<file path="src/rtl/lp_ctrl_pkg.sv">
// Shared definitions for the LP run controller: register map, STATUS bits,
// run-sequencer states and the AXI response code.
package lp_ctrl_pkg;

    localparam logic [1:0] REG_CTRL    = 2'd0;
    localparam logic [1:0] REG_STATUS  = 2'd1;
    localparam logic [1:0] REG_TIMEOUT = 2'd2;
    localparam logic [1:0] REG_ELAPSED = 2'd3;

    localparam int ST_BUSY    = 0;
    localparam int ST_DONE    = 1;
    localparam int ST_TIMEOUT = 2;
    localparam int ST_ABORTED = 3;

    localparam logic [1:0] RESP_OKAY = 2'b00;

    typedef enum logic [1:0] {
        S_IDLE,
        S_LAUNCH,
        S_RUN,
        S_FINISH
    } run_state_e;

endpackage

</file>
<file path="src/rtl/lp_axil_regif.sv">
// AXI-Lite slave for the run controller: single-beat handshakes, register
// decode, TIMEOUT_US storage and command/W1C strobes toward the sequencer.
module lp_axil_regif
    import lp_ctrl_pkg::*;
#(
    parameter int ADDR_W = 32
) (
    input  logic              clk,
    input  logic              reset,
    input  logic [ADDR_W-1:0] S_AXI_AWADDR,
    input  logic              S_AXI_AWVALID,
    output logic              S_AXI_AWREADY,
    input  logic [31:0]       S_AXI_WDATA,
    input  logic [3:0]        S_AXI_WSTRB,
    input  logic              S_AXI_WVALID,
    output logic              S_AXI_WREADY,
    output logic [1:0]        S_AXI_BRESP,
    output logic              S_AXI_BVALID,
    input  logic              S_AXI_BREADY,
    input  logic [ADDR_W-1:0] S_AXI_ARADDR,
    input  logic              S_AXI_ARVALID,
    output logic              S_AXI_ARREADY,
    output logic [31:0]       S_AXI_RDATA,
    output logic [1:0]        S_AXI_RRESP,
    output logic              S_AXI_RVALID,
    input  logic              S_AXI_RREADY,
    input  logic [3:0]        status_i,
    input  logic [31:0]       elapsed_i,
    output logic              start_o,
    output logic              abort_o,
    output logic [2:0]        w1c_o,
    output logic [31:0]       timeout_us_o
);

    logic        bvalid_q, bvalid_d;
    logic        rvalid_q, rvalid_d;
    logic [31:0] rdata_q, rdata_d;
    logic [31:0] timeout_q, timeout_d;
    logic        wr_hs, rd_hs;
    logic [1:0]  wr_sel, rd_sel;

    // NOTE: ready is a combinational decode of valid and the response slot, so
    // the accepting edge is also the edge on which the register updates.
    assign wr_hs  = S_AXI_AWVALID & S_AXI_WVALID & ~bvalid_q;
    assign rd_hs  = S_AXI_ARVALID & ~rvalid_q;
    assign wr_sel = S_AXI_AWADDR[3:2];
    assign rd_sel = S_AXI_ARADDR[3:2];

    assign S_AXI_AWREADY = wr_hs;
    assign S_AXI_WREADY  = wr_hs;
    assign S_AXI_ARREADY = rd_hs;
    assign S_AXI_BVALID  = bvalid_q;
    assign S_AXI_RVALID  = rvalid_q;
    assign S_AXI_RDATA   = rdata_q;
    assign S_AXI_BRESP   = RESP_OKAY;
    assign S_AXI_RRESP   = RESP_OKAY;

    assign start_o      = wr_hs && (wr_sel == REG_CTRL) && S_AXI_WDATA[0];
    assign abort_o      = wr_hs && (wr_sel == REG_CTRL) && S_AXI_WDATA[1];
    assign w1c_o        = (wr_hs && (wr_sel == REG_STATUS)) ? S_AXI_WDATA[3:1] : 3'b000;
    assign timeout_us_o = timeout_q;

    // NOTE: every always_comb output takes its hold value first, so no path
    // leaves a variable unassigned and no latch is inferred.
    always_comb begin
        bvalid_d  = bvalid_q;
        rvalid_d  = rvalid_q;
        rdata_d   = rdata_q;
        timeout_d = timeout_q;
        if (wr_hs)             bvalid_d = 1'b1;
        else if (S_AXI_BREADY) bvalid_d = 1'b0;
        if (rd_hs)             rvalid_d = 1'b1;
        else if (S_AXI_RREADY) rvalid_d = 1'b0;
        if (wr_hs && (wr_sel == REG_TIMEOUT)) begin
            for (int b = 0; b < 4; b++) begin
                if (S_AXI_WSTRB[b]) timeout_d[8*b +: 8] = S_AXI_WDATA[8*b +: 8];
            end
        end
        if (rd_hs) begin
            case (rd_sel)
                REG_STATUS:  rdata_d = {28'd0, status_i};
                REG_TIMEOUT: rdata_d = timeout_q;
                REG_ELAPSED: rdata_d = elapsed_i;
                default:     rdata_d = 32'd0;
            endcase
        end
    end

    // NOTE: state flops use non-blocking assignment so every flop samples the
    // pre-edge values regardless of evaluation order.
    always_ff @(posedge clk or posedge reset) begin
        if (reset) begin
            bvalid_q  <= 1'b0;
            rvalid_q  <= 1'b0;
            rdata_q   <= 32'd0;
            timeout_q <= 32'd0;
        end else begin
            bvalid_q  <= bvalid_d;
            rvalid_q  <= rvalid_d;
            rdata_q   <= rdata_d;
            timeout_q <= timeout_d;
        end
    end

    logic unused_bits;
    assign unused_bits = ^{S_AXI_AWADDR[1:0], S_AXI_ARADDR[1:0],
                           S_AXI_AWADDR[ADDR_W-1:4], S_AXI_ARADDR[ADDR_W-1:4]};

endmodule

</file>
<file path="src/rtl/lp_run_ctrl.sv">
// LP run sequencer: launches the solver, counts microseconds while running,
// and closes the run on solver completion, watchdog timeout or software abort.
module lp_run_ctrl
    import lp_ctrl_pkg::*;
#(
    parameter int CLKS_PER_US = 100,
    parameter int ADDR_W      = 32
) (
    input  logic              clk,
    input  logic              reset,
    input  logic [ADDR_W-1:0] S_AXI_AWADDR,
    input  logic              S_AXI_AWVALID,
    output logic              S_AXI_AWREADY,
    input  logic [31:0]       S_AXI_WDATA,
    input  logic [3:0]        S_AXI_WSTRB,
    input  logic              S_AXI_WVALID,
    output logic              S_AXI_WREADY,
    output logic [1:0]        S_AXI_BRESP,
    output logic              S_AXI_BVALID,
    input  logic              S_AXI_BREADY,
    input  logic [ADDR_W-1:0] S_AXI_ARADDR,
    input  logic              S_AXI_ARVALID,
    output logic              S_AXI_ARREADY,
    output logic [31:0]       S_AXI_RDATA,
    output logic [1:0]        S_AXI_RRESP,
    output logic              S_AXI_RVALID,
    input  logic              S_AXI_RREADY,
    input  logic              solver_done,
    output logic              lp_start,
    output logic              lp_end,
    output logic              solver_abort,
    output logic              irq
);

    localparam int PW = (CLKS_PER_US > 1) ? $clog2(CLKS_PER_US) : 1;
    localparam logic [PW-1:0] PRESC_MAX = PW'(CLKS_PER_US - 1);

    run_state_e  state_q, state_d;
    logic [PW-1:0] presc_q, presc_d;
    logic [31:0] elapsed_q, elapsed_d;
    logic        done_q, done_d, tmo_q, tmo_d, abt_q, abt_d;
    logic        start_cmd, abort_cmd, timeout_hit;
    logic [2:0]  w1c;
    logic [31:0] timeout_us;
    logic [3:0]  status;

    assign status = {abt_q, tmo_q, done_q, state_q == S_RUN};
    assign irq    = done_q | tmo_q | abt_q;
    assign timeout_hit = (timeout_us != 32'd0) && (elapsed_q == timeout_us);

    lp_axil_regif #(.ADDR_W(ADDR_W)) u_regif (
        .clk           (clk),
        .reset         (reset),
        .S_AXI_AWADDR  (S_AXI_AWADDR),
        .S_AXI_AWVALID (S_AXI_AWVALID),
        .S_AXI_AWREADY (S_AXI_AWREADY),
        .S_AXI_WDATA   (S_AXI_WDATA),
        .S_AXI_WSTRB   (S_AXI_WSTRB),
        .S_AXI_WVALID  (S_AXI_WVALID),
        .S_AXI_WREADY  (S_AXI_WREADY),
        .S_AXI_BRESP   (S_AXI_BRESP),
        .S_AXI_BVALID  (S_AXI_BVALID),
        .S_AXI_BREADY  (S_AXI_BREADY),
        .S_AXI_ARADDR  (S_AXI_ARADDR),
        .S_AXI_ARVALID (S_AXI_ARVALID),
        .S_AXI_ARREADY (S_AXI_ARREADY),
        .S_AXI_RDATA   (S_AXI_RDATA),
        .S_AXI_RRESP   (S_AXI_RRESP),
        .S_AXI_RVALID  (S_AXI_RVALID),
        .S_AXI_RREADY  (S_AXI_RREADY),
        .status_i      (status),
        .elapsed_i     (elapsed_q),
        .start_o       (start_cmd),
        .abort_o       (abort_cmd),
        .w1c_o         (w1c),
        .timeout_us_o  (timeout_us)
    );

    always_comb begin
        state_d      = state_q;
        presc_d      = presc_q;
        elapsed_d    = elapsed_q;
        // Clear first, then any set below overrides a same-edge W1C.
        done_d       = done_q & ~w1c[0];
        tmo_d        = tmo_q  & ~w1c[1];
        abt_d        = abt_q  & ~w1c[2];
        lp_start     = 1'b0;
        lp_end       = 1'b0;
        solver_abort = 1'b0;
        case (state_q)
            S_IDLE: begin
                if (start_cmd) begin
                    done_d    = 1'b0;
                    tmo_d     = 1'b0;
                    abt_d     = 1'b0;
                    elapsed_d = 32'd0;
                    presc_d   = '0;
                    state_d   = S_LAUNCH;
                end
            end
            S_LAUNCH: begin
                lp_start = 1'b1;
                state_d  = S_RUN;
            end
            S_RUN: begin
                if (solver_done) begin
                    done_d  = 1'b1;
                    state_d = S_FINISH;
                end else if (timeout_hit) begin
                    tmo_d        = 1'b1;
                    solver_abort = 1'b1;
                    state_d      = S_FINISH;
                end else if (abort_cmd) begin
                    abt_d        = 1'b1;
                    solver_abort = 1'b1;
                    state_d      = S_FINISH;
                end else if (presc_q == PRESC_MAX) begin
                    presc_d = '0;
                    if (elapsed_q != 32'hFFFF_FFFF) elapsed_d = elapsed_q + 32'd1;
                end else begin
                    presc_d = presc_q + 1'b1;
                end
            end
            S_FINISH: begin
                lp_end  = 1'b1;
                state_d = S_IDLE;
            end
            default: state_d = S_IDLE;
        endcase
    end

    always_ff @(posedge clk or posedge reset) begin
        if (reset) begin
            state_q   <= S_IDLE;
            presc_q   <= '0;
            elapsed_q <= 32'd0;
            done_q    <= 1'b0;
            tmo_q     <= 1'b0;
            abt_q     <= 1'b0;
        end else begin
            state_q   <= state_d;
            presc_q   <= presc_d;
            elapsed_q <= elapsed_d;
            done_q    <= done_d;
            tmo_q     <= tmo_d;
            abt_q     <= abt_d;
        end
    end

endmodule
</file>
<file path="config.mk">
export PLATFORM = sky130hd
export DESIGN_NAME = lp_run_ctrl
export DESIGN_NICKNAME = d
export VERILOG_FILES = /design/src/rtl/lp_ctrl_pkg.sv /design/src/rtl/lp_axil_regif.sv /design/src/rtl/lp_run_ctrl.sv
export SDC_FILE = /design/constraint.sdc
export NUM_CORES = 1
export LEC_CHECK = 0
export BUFFER_PORTS_ARGS = -buffer_cell sky130_fd_sc_hd__buf_2
export CAP_MARGIN = 20
export CORE_MARGIN = 3
export CORE_UTILIZATION = 45
export CTS_BUF_LIST = sky130_fd_sc_hd__clkbuf_8 sky130_fd_sc_hd__clkbuf_16
export DETAILED_ROUTE_END_ITERATION = 16
export GPL_TIMING_DRIVEN = 0
export PLACE_DENSITY = 0.75
export SETUP_SLACK_MARGIN = 0.5
export SYNTH_ARGS = -nofsm -noshare
export SYNTH_HDL_FRONTEND = slang
export SYNTH_SLANG_ARGS = --single-unit
</file>
<file path="constraint.sdc">
create_clock -name clk -period 9.45 [get_ports clk]
set_input_delay 0.4725 -clock clk [delete_from_list [all_inputs] [get_ports clk]]
set_output_delay 0.4725 -clock clk [all_outputs]
set_load 0.1 [all_outputs]
</file>
Yosys cells after proc, flatten, opt, wreduce, memory -nomap -nowiden:

Index checks and enable logic that the tools add are counted.

* flip-flop bits (word level): 110
* bits in latches: 0
* memory bits (writable): 0
* memory bits (read-only): 0
* output and inout bits: 45
* memories: 0

* $add $sub $neg: 2
* $mul: 0
* div/mod/pow operators: 0
* order comparisons: 0
* equality and inequality tests: 18
* shift operators: 0
* mux-type cells: 42
* bitwise gates (word level): 13
* reductions and logical operators: 19

Operator list (number)
* $mux 32: 6
* $pmux 32 s3: 1
* $pmux 32 s2: 1
* $mux 7: 5
* $add 32x1->32 const B: 1
* $eq 32x32->1: 1
* $ne 32x32->1 const B: 1
* $reduce_bool 32->1: 1
* $mux 1: 19
* $pmux 7 s2: 1
* $ne 2x2->1 const B: 6
* $eq 2x2->1 const B: 5
* $reduce_and 2->1: 5
* $mux 2: 4
* $pmux 2 s4: 1
* $add 7x1->7 const B: 1
* $eq 7x7->1 const B: 1
* $reduce_and 7->1: 1
* $and 1x1->1: 6
* $eq 2x1->1 const B: 3
* $logic_and 1x1->1: 6
* $pmux 1 s2: 3
* $reduce_bool 2->1: 3
* $not 1->1: 5
* 5 further kinds: 7

Logic depth before layout (Yosys ltp):

Gate-level depths: netlist of run 1.

* word-level depth: 10
* gate-level depth with buffers: 9
* mapped depth without buffers: 8

Hierarchy:

A second synthesis of run 1 with hierarchy kept.

* cell total of the unflattened synthesis: 618
* area total of the unflattened synthesis: 6384.9 µm²

By module, submodules not included
* lp_run_ctrl: times used 1, cells an instance 377, area an instance 3300.7 µm², sequential area each 1101.1 µm²
* lp_axil_regif: times used 1, cells an instance 241, area an instance 3084.2 µm², sequential area each 1651.6 µm²

Worst setup path after synthesis of run 1:

No wires, ideal clock.

* kind: register to output
* from: register elapsed_q[27]
* to: output port solver_abort
* data arrival time: 2980 ps
* setup slack: 5998 ps
* stages on the path, launching flop included: 10
* path buffers: 3
* cells stage by stage: dfrtp_1 > clkbuf_1 > xnor2_1 > nand4_1 > nor4_1 > and3_1 > buf_2 > buf_2 > nor2_1 > nor2_1

* word-level cells in the longest chain between the ends: 5

RTL lines
* from (decl): RTL line lp_run_ctrl.sv:40 `logic [31:0] elapsed_q, elapsed_d;`
* from (signal assigned): RTL line lp_run_ctrl.sv:143 `elapsed_q <= elapsed_d;`
* $eq 32x32->1: RTL line lp_run_ctrl.sv:49 `assign timeout_hit = (timeout_us != 32'd0) && (elapsed_q == timeout_us);`
* $logic_and 1x1->1: RTL line lp_run_ctrl.sv:49
* $mux 1: RTL line lp_run_ctrl.sv:109 `end else if (timeout_hit) begin`
* $mux 1: RTL line lp_run_ctrl.sv:106 `if (solver_done) begin`
* $mux 1: RTL line lp_run_ctrl.sv:90 `case (state_q)`
* to (decl): RTL line lp_run_ctrl.sv:31 `output logic solver_abort,`

No other way between the ends.

Final worst setup path of run 1:

Same ends and word-level chain as after synthesis.

==> results.md, run 1 <==
- Status: completed
- Register area: 2753 um^2
- Crit-path cells: clkbuf_1, xnor2_1, nand4_1, nor4_1, and3_1, buf_2, buf_2, nor2_1, nor2_1, buf_2
- Setup TNS Final: 0 ns
- Leak Pwr: 3.184 nW
- # rows: 41
- GPL Wtd Cong: 1.024
- CTS buffer count: 9
- Vias in the first global route: 5100
- Worst vdd ir: 115.6 uV
- Asr flop ratio synth: 100.0%
- Via count: 5177
- Share of layout cells above drive strength 1: 25.11%
- Power per standard cell area: 246.9 nW/um^2
- Post-synth EDFFs: 0
- Final setup viols: 0
- Overall power consumption: 0.001735 W
- CTS tree: built
- GR Layer Usage met3: 2.786%
- Syn Inst Count: 606
- Main flop type after synthesis: dfrtp_1
- Post-synth top cells: dfrtp_1, nand2_1, o21ai_0, mux2_2, xnor2_1
- CTS Hold Bufs: 0
- Largest cells by area after synthesis: dfrtp_1, mux2_2, nand2_1
- Post-synth top area share: 45.76%
- Clk Latency, worst-skew pair: 0.35 ns
- Grt total ovfl: 0
- Fmax: 262.3 MHz
- H-tree lvl count: 3
- Met2 Track Usage GR: 38.76%
- GRT met1 Usage: 30.84%
- Fill cells: 1096
- Clock Sinks: 110
- Post-layout net count: 822
- Slowest cell on the critical path: nor4_1
- Clk slew on worst S/H paths: 0.07 ns
- Routed wire per std cell: 19.19 um
- Synth Register Bits: 110
- Post-cts sizing count: 0
- Slew margin rel.: 36.13%
- Max Cap Violations: 0
- Multi-input gate area in the final layout: 3000 um^2
- Fin crit period: 3.812 ns
- # port buffers: 87
- Arr. time, crit path: 3.34 ns
- Vias per cell: 5.850
- Synth Area per Inst: 9.927 um^2
- Synthesized area: 6016 um^2
- N_diodes: 0
- Clk root buf: clkbuf_16
- Crit path kind: reg -> out
- Period utilization: 40.34%
- Hold Path Class: in -> async
- Startpoint class of the critical path: flip-flop
- Pin count of the biggest net entering global routing: 66
- Yosys cell types: 57
- Die Width: 121.6 um
- Register area share after synthesis: 45.76%
- Initial DRT Pass Iterations: 6
- First-pass GRT wire length: 26.91 mm
- GR Util All Layers: 23.23%
- Starting Density: 46.91%
- Final Hold Viols: 0
- Core outline area: 12820 um^2
- Most frequent CP cell: buf_2
- Clock tree buffer depth: 2
- Drt drc: 0
- Initial antenna violation count: 0
- Critical Path End Type: primary output
- Slew Limit Fails: 0
- Die Y: 121.6 um
- Crit path max fanout: 10
- Total wire length: 16.98 mm
- Critical Path RT: 8.98 ns
- Detail Route Antenna Nets: 0
- Die area: 14790 um^2
- Count leader, synth: dfrtp_1
- 1st-iter DRT viols: 567
- P&R area growth vs syn: 16.78%
- Synth warnings: 0
- Worst Tran Pin Value: 0.9493 ns
- GRT Max-Usage Layer: met2
- Synth area leader: dfrtp_1
- Worst Clk Skew: 0.006619 ns
- DP HPWL: 12.57 mm
- Max incr delay on CP: 0.82 ns
- Unrepaired setup endpoints after global routing: false
- IO Pins: 153
- Post-CTS Setup Bufs: 0
metal layers:
layer / routed length, um / vias up
met3: 928 / 35
met1: 7200 / 2548
met5: 0 / -
met2: 8363 / 208
li1: - / 2386
met4: 487 / 0
layout make-up:
| cell class | count | area share, % |
|---|---|---|
| repair buffers | 88 | 6.589 |
| clock buffers | 10 | 3.402 |
| clock inverters | 6 | 1.122 |
| multi-input cells | 441 | 42.71 |
| plain buffers | 41 | 2.992 |
| inverters | 17 | 0.9439 |
| well taps | 172 | 3.063 |
| flip-flops and latches | 110 | 39.18 |
metrics by stage:
step	util (%)	hold slack, ns	cells	worst slack (ns)	cell area (um^2)
final	54.78	0.1882	885	5.638	7025
after global routing	54.78	0.2403	885	5.336	7025
after global placement	52.07	0.4662	868	4.921	6678
after CTS	54.78	0.2105	885	5.673	7025
after floorplan	-	0.4776	609	5.998	6027
after detailed placement	52.30	0.4673	869	6.070	6708
power breakdown:
part / total, W / internal (W) / switching, W
sequential: 0.000648 / 0.000549 / 0.0000985
clock: 0.000407 / 0.000237 / 0.000170
combinational: 0.000680 / 0.000201 / 0.000479
total: 0.00173 / 0.000987 / 0.000747
path summary, 6_finish.rpt:
| check | startpoint | endpoint | slack (ns) | cells after the start |
|---|---|---|---|---|
| max in group asynchronous | reset | elapsed_q[3] | 8.55 | 3 |
| hold reg to reg | u_regif.S_AXI_RDATA[24] | u_regif.S_AXI_RDATA[24] | 0.48 | 2 |
| hold / removal | reset | u_regif.S_AXI_RDATA[28] | 0.19 | 2 |
| min in group clk | S_AXI_RREADY | u_regif.S_AXI_RVALID | 0.29 | 2 |
| setup / recovery | elapsed_q[27] | solver_abort | 5.64 | 10 |
| setup reg to reg | elapsed_q[0] | elapsed_q[3] | 6.61 | 8 |
placed cells by master (no fill, tap or decap), drive strengths merged, types with 6 or more instances in the layout:
cell,count
ha,6
nand2,85
nand4,19
dfrtp,110
mux2i,31
xnor2,32
o22a,20
inv,19
buf,112
clkbuf,27
nor4,21
nor2,24
and3,11
o21ai,49
mux2,37
or2,8
nand3,18
nor3,22
registers in the layout, indices dropped and copies added (netlist names):
name and cells:
state_q 2, elapsed_q 32, u_regif.S_AXI_BVALID 1, u_regif.timeout_us_o 32
u_regif.S_AXI_RVALID 1, tmo_q 1, abt_q 1, u_regif.S_AXI_RDATA 32
presc_q 7, done_q 1
logic make-up (layout without fill, tap and decap cells):
group	Yosys count	in the layout	share of synthesized area [%]
and+or+nand+nor	226	226	19.11
DFF	110	110	45.76
AOI/OAI and AO/OA	105	105	12.52
adders and majority gates	6	6	1.248
xor gates and xnor gates	32	32	4.659
buffers and inverters	58	162	4.555
other	1	4	0.06234
muxes	68	68	12.08
critical path: cells and delay by family, from the launching register on:
kind / cells / cell delay, ns
XOR/XNOR: 1 / 0.17
buffers and inverters: 4 / 1.14
AND/OR/NAND/NOR: 5 / 1.36
flip-flops: 1 / 0.32
(Power assumes the default switching activity.)
==> inputs of run 2 (changes only) <==
- ABC_AREA: not set -> 1
- PLACE_DENSITY: 0.75 -> 0.77
- clock period: 9.45 -> 3.15 ns (I/O delays scaled with it)
==> results.md, run 2 <==
- Worst vdd ir: 604.9 uV (+420%)
- N_diodes: 0 (unchanged)
- Slew Limit Fails: 0 (unchanged)
- Worst Clk Skew: 0.01076 ns (+0.004143 ns)
- Initial antenna violation count: 0 (unchanged)
- Syn Inst Count: 926 (+53%)
- Total wire length: 19.18 mm (+13%)
- Critical Path End Type: primary output
- Via count: 6505 (+26%)
- Post-Route M1 WL: 8.394 mm (+17%)
- Synth Register Bits: 110 (unchanged)
- Clock Sinks: 110 (unchanged)
- Commonest cells after routing, fill and taps aside: nand2_1, nor2_1, dfrtp_1
- Drt drc: 0 (unchanged)
- Met3 routed WL: 1.281 mm (+38%)
- Post-Place Worst Slack: 0.6629 ns (-5.407 ns)
- Starting Density: 46.55% (-0.36 points)
- Largest cells by area after synthesis: dfrtp_1, nand2_1, nor2_1
- Multi-input gate area in the final layout: 3278 um^2 (+9.3%)
- Max Cap Violations: 0 (unchanged)
- Main flop type after synthesis: dfrtp_1
- Yosys cell types: 35 (-39%)
- 1st-iter DRT viols: 567 (unchanged)
- Setup TNS Final: 0 ns (unchanged)
- Die Width: 126.8 um (+4.2%)
- Register area: 2754 um^2 (about the same)
- Crit path max fanout: 10 (unchanged)
- Fmax: 394.9 MHz
- Unrepaired setup endpoints after global routing: true
- GR Util All Layers: 24.34% (+1.1 points)
- DR WL met2: 9.083 mm (+8.6%)
- Post-synth EDFFs: 0 (unchanged)
- Count leader, synth: nand2_1
- Share of layout cells above drive strength 1: 15.88% (-9.2 points)
- Final Hold Viols: 0 (unchanged)
- First-pass GRT wire length: 31.53 mm (+17%)
- Status: completed
- Vias per cell: 5.336 (-8.8%)
- Clk Latency, worst-skew pair: 0.36 ns (about the same)
- Synth area leader: dfrtp_1
- P&R area growth vs syn: 17.26%
- Commonest non-fill, non-tap cell in the layout: nand2_1
- Initial DRT Pass Iterations: 5 (-1)
- Crit path kind: reg -> out
- Highest Signal Layer: met4
- Setup ws final: 0.6177 ns (-5.020 ns)
- Detail Route Antenna Nets: 0 (unchanged)
- GPL Wtd Cong: 0.9875 (-3.6%)
- Hold Path Class: in -> reg
- Routed wire per std cell: 15.74 um (-18%)
- Arr. time, crit path: 2.37 ns (-0.97 ns)
- Synth Area per Inst: 7.086 um^2 (-29%)
- Asr flop ratio synth: 100.0% (unchanged)
- Worst Tran Pin Value: 0.6713 ns (-0.2780 ns)
- Slew margin rel.: 55.25% (+19 points)
- Startpoint class of the critical path: flip-flop
- # port buffers: 88 (+1.1%)
- CTS tree: built
- Power per standard cell area: 747.8 nW/um^2 (+200%)
- Leak Pwr: 3.501 nW (+9.9%)
- DP HPWL: 14.84 mm (+18%)
- Post-synth top cells: nand2_1, nor2_1, dfrtp_1, inv_1, o21ai_0
- # rows: 43 (+4.9%)
- Fin crit period: 2.532 ns
- Vias in the first global route: 6166 (+21%)
- Post-synth top area share: 41.95% (-3.8 points)
- Post-layout net count: 1148 (+40%)
- CTS buffer count: 9 (unchanged)
- Clock tree buffer depth: 2 (unchanged)
- Synthesized area: 6561 um^2 (+9.1%)
- Critical Path RT: 2.99 ns (-5.99 ns)
- Die Y: 126.8 um (+4.2%)
- Clk slew on worst S/H paths: 0.08 ns (about the same)
- Synth warnings: 0 (unchanged)
- Register area share after synthesis: 41.95% (-3.8 points)
- Fill cells: 1345 (+23%)
- Die area: 16070 um^2 (+8.6%)
- IO Pins: 153 (unchanged)
- Clk root buf: clkbuf_16
- Final setup viols: 0 (unchanged)
- Period utilization: 80.39%
- Grt total ovfl: 0 (unchanged)
- Core outline area: 14100 um^2 (+9.9%)
- H-tree lvl count: 3 (unchanged)
- Pin count of the biggest net entering global routing: 37 (-44%)
-- run 2: cell count changes in the layout (fill, tap and decap cells not counted), moves of 9 or more --
cell	before	now
nand2_1	84	311
nor2_1	24	113
inv_1	18	81
mux2i_1	31	0
a31oi_1	0	30
mux2_2	37	9
nand4_1	19	40
nor4_1	20	0
o22a_1	20	0
nand3_1	18	33
a21oi_1	3	16
and3_1	11	0
xnor2_1	32	23
-- run 2: area by class of cell --
class                   instances  share of cell area (%)
multi-input cells             687                   42.61
clock inverters                 7                   1.252
plain buffers                  47                   3.285
inverters                      85                   4.245
well taps                     180                   2.927
flip-flops and latches        110                   35.79
repair buffers                 94                   6.960
clock buffers                   9                   2.927
-- run 2: power breakdown --
part           internal, W  switching, W  total [W]
Clock             0.000702      0.000544    0.00125
Combinational     0.000592       0.00202    0.00262
Sequential         0.00167      0.000221    0.00189
Total              0.00296       0.00279    0.00575
-- run 2: metal layers --
metal  GRT usage, %  up-vias
met3          3.537       20
met2          40.22      226
met4          7.066        0
li1               -     3190
met5              0        -
met1          33.39     3069
-- run 2: through the flow --
stage                     util [%]  hold WS, ns  cells  area (um^2)  power (W)
after floorplan                  -       0.2503    929         6604   0.003901
after CTS                    54.53     0.002883   1219         7686   0.005760
final                        54.58     0.003516   1219         7694   0.005753
after detailed placement     52.00       0.2025   1200         7330   0.004514
after global routing         54.58      0.01998   1219         7694   0.006040
after global placement       51.57       0.3319   1197         7269   0.004462
-- run 2: cells by family after synthesis --
group / after synthesis / synth area share [%]
compound gates: 97 / 8.162
buf+inv: 132 / 8.505
flops: 110 / 41.95
simple gates: 542 / 34.76
xor+xnor: 29 / 3.871
other cells: 1 / 0.05715
mux: 9 / 1.545
fa+ha+maj: 6 / 1.144
-- run 2: path summary, 6_finish.rpt --
path                                             start                      end  slack, ns  cells after the start
worst max-delay path                        state_q[0]             solver_abort       0.62                      9
worst max register to register              state_q[0]            elapsed_q[17]       0.70                     10
worst min register to register  u_regif.S_AXI_RDATA[0]   u_regif.S_AXI_RDATA[0]       0.49                      2
min in group asynchronous                        reset  u_regif.timeout_us_o[8]       0.36                      3
worst min-delay path                    S_AXI_WDATA[6]  u_regif.timeout_us_o[6]      0.004                      3
max in group asynchronous                        reset            elapsed_q[24]       2.08                      5
-- run 2: repair_timing --
| item | in CTS | in global routing |
|---|---|---|
| resized for setup | 2 | 5 |
| hold endpoints to repair | 19 | 0 |
| setup buffers | 0 | 0 |
| setup endpoints to repair | 2 | 2 |
| hold buffers | 3 | 0 |
-- run 2: critical path: stages, from the launching register on --
cell and delay (ns):
dfrtp_1 0.40, inv_1 0.11, ha_1 0.15, clkbuf_2 0.21
inv_1 0.07, clkbuf_1 0.30, nor2_1 0.22, inv_1 0.11
a21oi_4 0.13, buf_4 0.30
==> inputs of run 3 (changes only) <==
- ABC_AREA: 1 -> 0
- PLACE_DENSITY: 0.77 -> 0.78
- clock period: 3.15 -> 2.07 ns (I/O delays scaled with it)
==> results.md, run 3 (synthesized netlist as in run 1, its figures left out) <==
- Clk slew on worst S/H paths: 0.07 ns (about the same)
- P&R area growth vs syn: 38.81%
- Total wire length: 19.56 mm (+2.0%)
- H-tree lvl count: 3 (unchanged)
- Die Width: 121.6 um (-4.0%)
- # rows: 41 (-4.7%)
- Final Hold Viols: 0 (unchanged)
- # port buffers: 87 (-1.1%)
- Starting Density: 46.91% (+0.36 points)
- GPL Wtd Cong: 0.9603 (-2.8%)
- Drt drc: 0 (unchanged)
- Period utilization: 124.1%
- Slew margin rel.: 39.01% (-16 points)
- Hold Path Class: in -> reg
- IO Pins: 153 (unchanged)
- Core outline area: 12820 um^2 (-9.0%)
- Leak Pwr: 3.787 nW (+8.2%)
- Final setup viols: 44 (+44)
- Via count: 5663 (-13%)
- Critical Path End Type: primary output
- Share of layout cells above drive strength 1: 37.66% (+22 points)
- Commonest cells after routing, fill and taps aside: dfrtp_1, buf_2, nand2_1
- 1st-iter DRT viols: 748 (+32%)
- Max Cap Violations: 0 (unchanged)
- Startpoint class of the critical path: flip-flop
- Crit path max fanout: 4 (-6)
- Worst Tran Pin Value: 0.9099 ns (+0.2386 ns)
- Unrepaired setup endpoints after global routing: true
- Detail Route Antenna Nets: 0 (unchanged)
- Failing checks: negative setup slack
- Grt total ovfl: 0 (unchanged)
- Clock Sinks: 110 (unchanged)
- N_diodes: 0 (unchanged)
- DP HPWL: 13.01 mm (-12%)
- CTS tree: built
- Pin count of the biggest net entering global routing: 45 (+22%)
- Vias per cell: 5.961 (+12%)
- Die Y: 121.6 um (-4.0%)
- CTS buffer count: 9 (unchanged)
- Arr. time, crit path: 2.46 ns (+0.09 ns)
- Commonest non-fill, non-tap cell in the layout: dfrtp_1
- Fmax: 389.4 MHz
- Fin crit period: 2.568 ns
- Worst Clk Skew: 0.008716 ns (-0.002046 ns)
- Clk Latency, worst-skew pair: 0.36 ns (about the same)
- Fill cells: 886 (-34%)
- Slew Limit Fails: 0 (unchanged)
- Post-Place Worst Slack: -0.6995 ns (-1.362 ns)
- Initial DRT Pass Iterations: 6 (+1)
- Setup slack, reg-to-reg: -0.42 ns (-1.12 ns)
- First-pass GRT wire length: 29.97 mm (-4.9%)
- Power per standard cell area: 1054 nW/um^2 (+41%)
- Setup ws final: -0.4978 ns (-1.116 ns)
- Routed wire per std cell: 20.59 um (+31%)
- Crit path kind: reg -> out
- Critical Path RT: 1.97 ns (-1.02 ns)
- Vias in the first global route: 5714 (-7.3%)
- Clk root buf: clkbuf_16
- Status: finished with violations
- Initial antenna violation count: 0 (unchanged)
- Clock tree buffer depth: 2 (unchanged)
- Worst vdd ir: 446.0 uV (-26%)
- Die area: 14790 um^2 (-7.9%)
- Final core utilization: 65.11% (+11 points)
- Post-layout net count: 889 (-23%)
- GR Util All Layers: 26.02% (+1.7 points)
==> run 3: cell types whose count changed in the layout (fill, tap and decap cells not counted), moves of 20 or more <==
| cell | change |
|---|---|
| a31oi_1 | -30 |
| buf_4 | +26 |
| dlygate4sd3_1 | +26 |
| inv_1 | -68 |
| mux2_4 | +25 |
| mux2i_1 | +30 |
| nand2_1 | -233 |
| nand4_1 | -21 |
| nor2_1 | -92 |
| o21ai_0 | -31 |
| o21ai_1 | +34 |
| o22a_1 | +20 |
==> run 3: worst paths after layout <==
check,to,cells after the start,start
max in group asynchronous,u_regif.timeout_us_o[2],5,reset
worst max register to register,elapsed_q[29],9,u_regif.S_AXI_BVALID
min in group asynchronous,elapsed_q[13],3,reset
worst min register to register,u_regif.S_AXI_RDATA[31],2,u_regif.S_AXI_RDATA[31]
worst max-delay path,solver_abort,9,u_regif.timeout_us_o[13]
worst min-delay path,u_regif.timeout_us_o[21],2,S_AXI_WDATA[21]
==> run 3: timing repair <==
item	CTS	global route
resized for setup	103	37
buffers inserted	24	9
setup endpoints to repair	81	108
hold endpoints to repair	66	0
pin swaps	15	12
gates cloned	2	2
hold buffers	29	0
==> run 3: critical path: stages, from the launching register on <==
cell and delay [ns]:
dfrtp_2 0.45, xnor2_2 0.22, nand4_1 0.22, nor4_4 0.42, and3_1 0.23, buf_6 0.11, buf_8 0.09, nor2_4 0.03
nor2_4 0.14, buf_12 0.19
==> run 3: layer usage <==
layer / part of all wire, % / track usage, % / wire length (um)
met2: 49 / 43.94 / 9597
met5: 0 / 0 / 0
met3: 7.8 / 5.014 / 1520
met4: 5.4 / 14.71 / 1057
met1: 38 / 31.15 / 7383
==> run 3: cell type report <==
type	instances	area [um^2]	share of cell area (%)
Clock inverter	2	33.78	0.4046
Multi-Input combinational cell	441	3462	41.46
Tap cell	172	215.2	2.577
Sequential cell	110	2778	33.26
Inverter	17	76.32	0.9140
Timing Repair inverter	1	5.005	0.05993
Clock buffer	12	266.5	3.191
Timing Repair Buffer	154	1142	13.68
Buffer	41	371.6	4.450
==> run 3: report_power, final <==
part	internal [W]	switching, W	leakage, nW
clock network	0.00102	0.000769	0.152
logic	0.00153	0.00248	2.22
registers	0.00252	0.000481	1.42
==> run 3: through the flow <==
stage	area (um^2)	hold WS, ns	cells	power, W	TNS, ns
5_1_grt	8351	0.004211	950	0.009153	-18.53
6_report	8351	0.006152	950	0.008805	-15.76
3_5_place_dp	6910	0.2858	870	0.006192	-20.97
2_1_floorplan	6220	0.1963	609	0.005410	-13.52
4_1_cts	8100	0.001617	939	0.008470	-11.86
3_3_place_gp	6870	0.2833	868	0.006085	-25.07
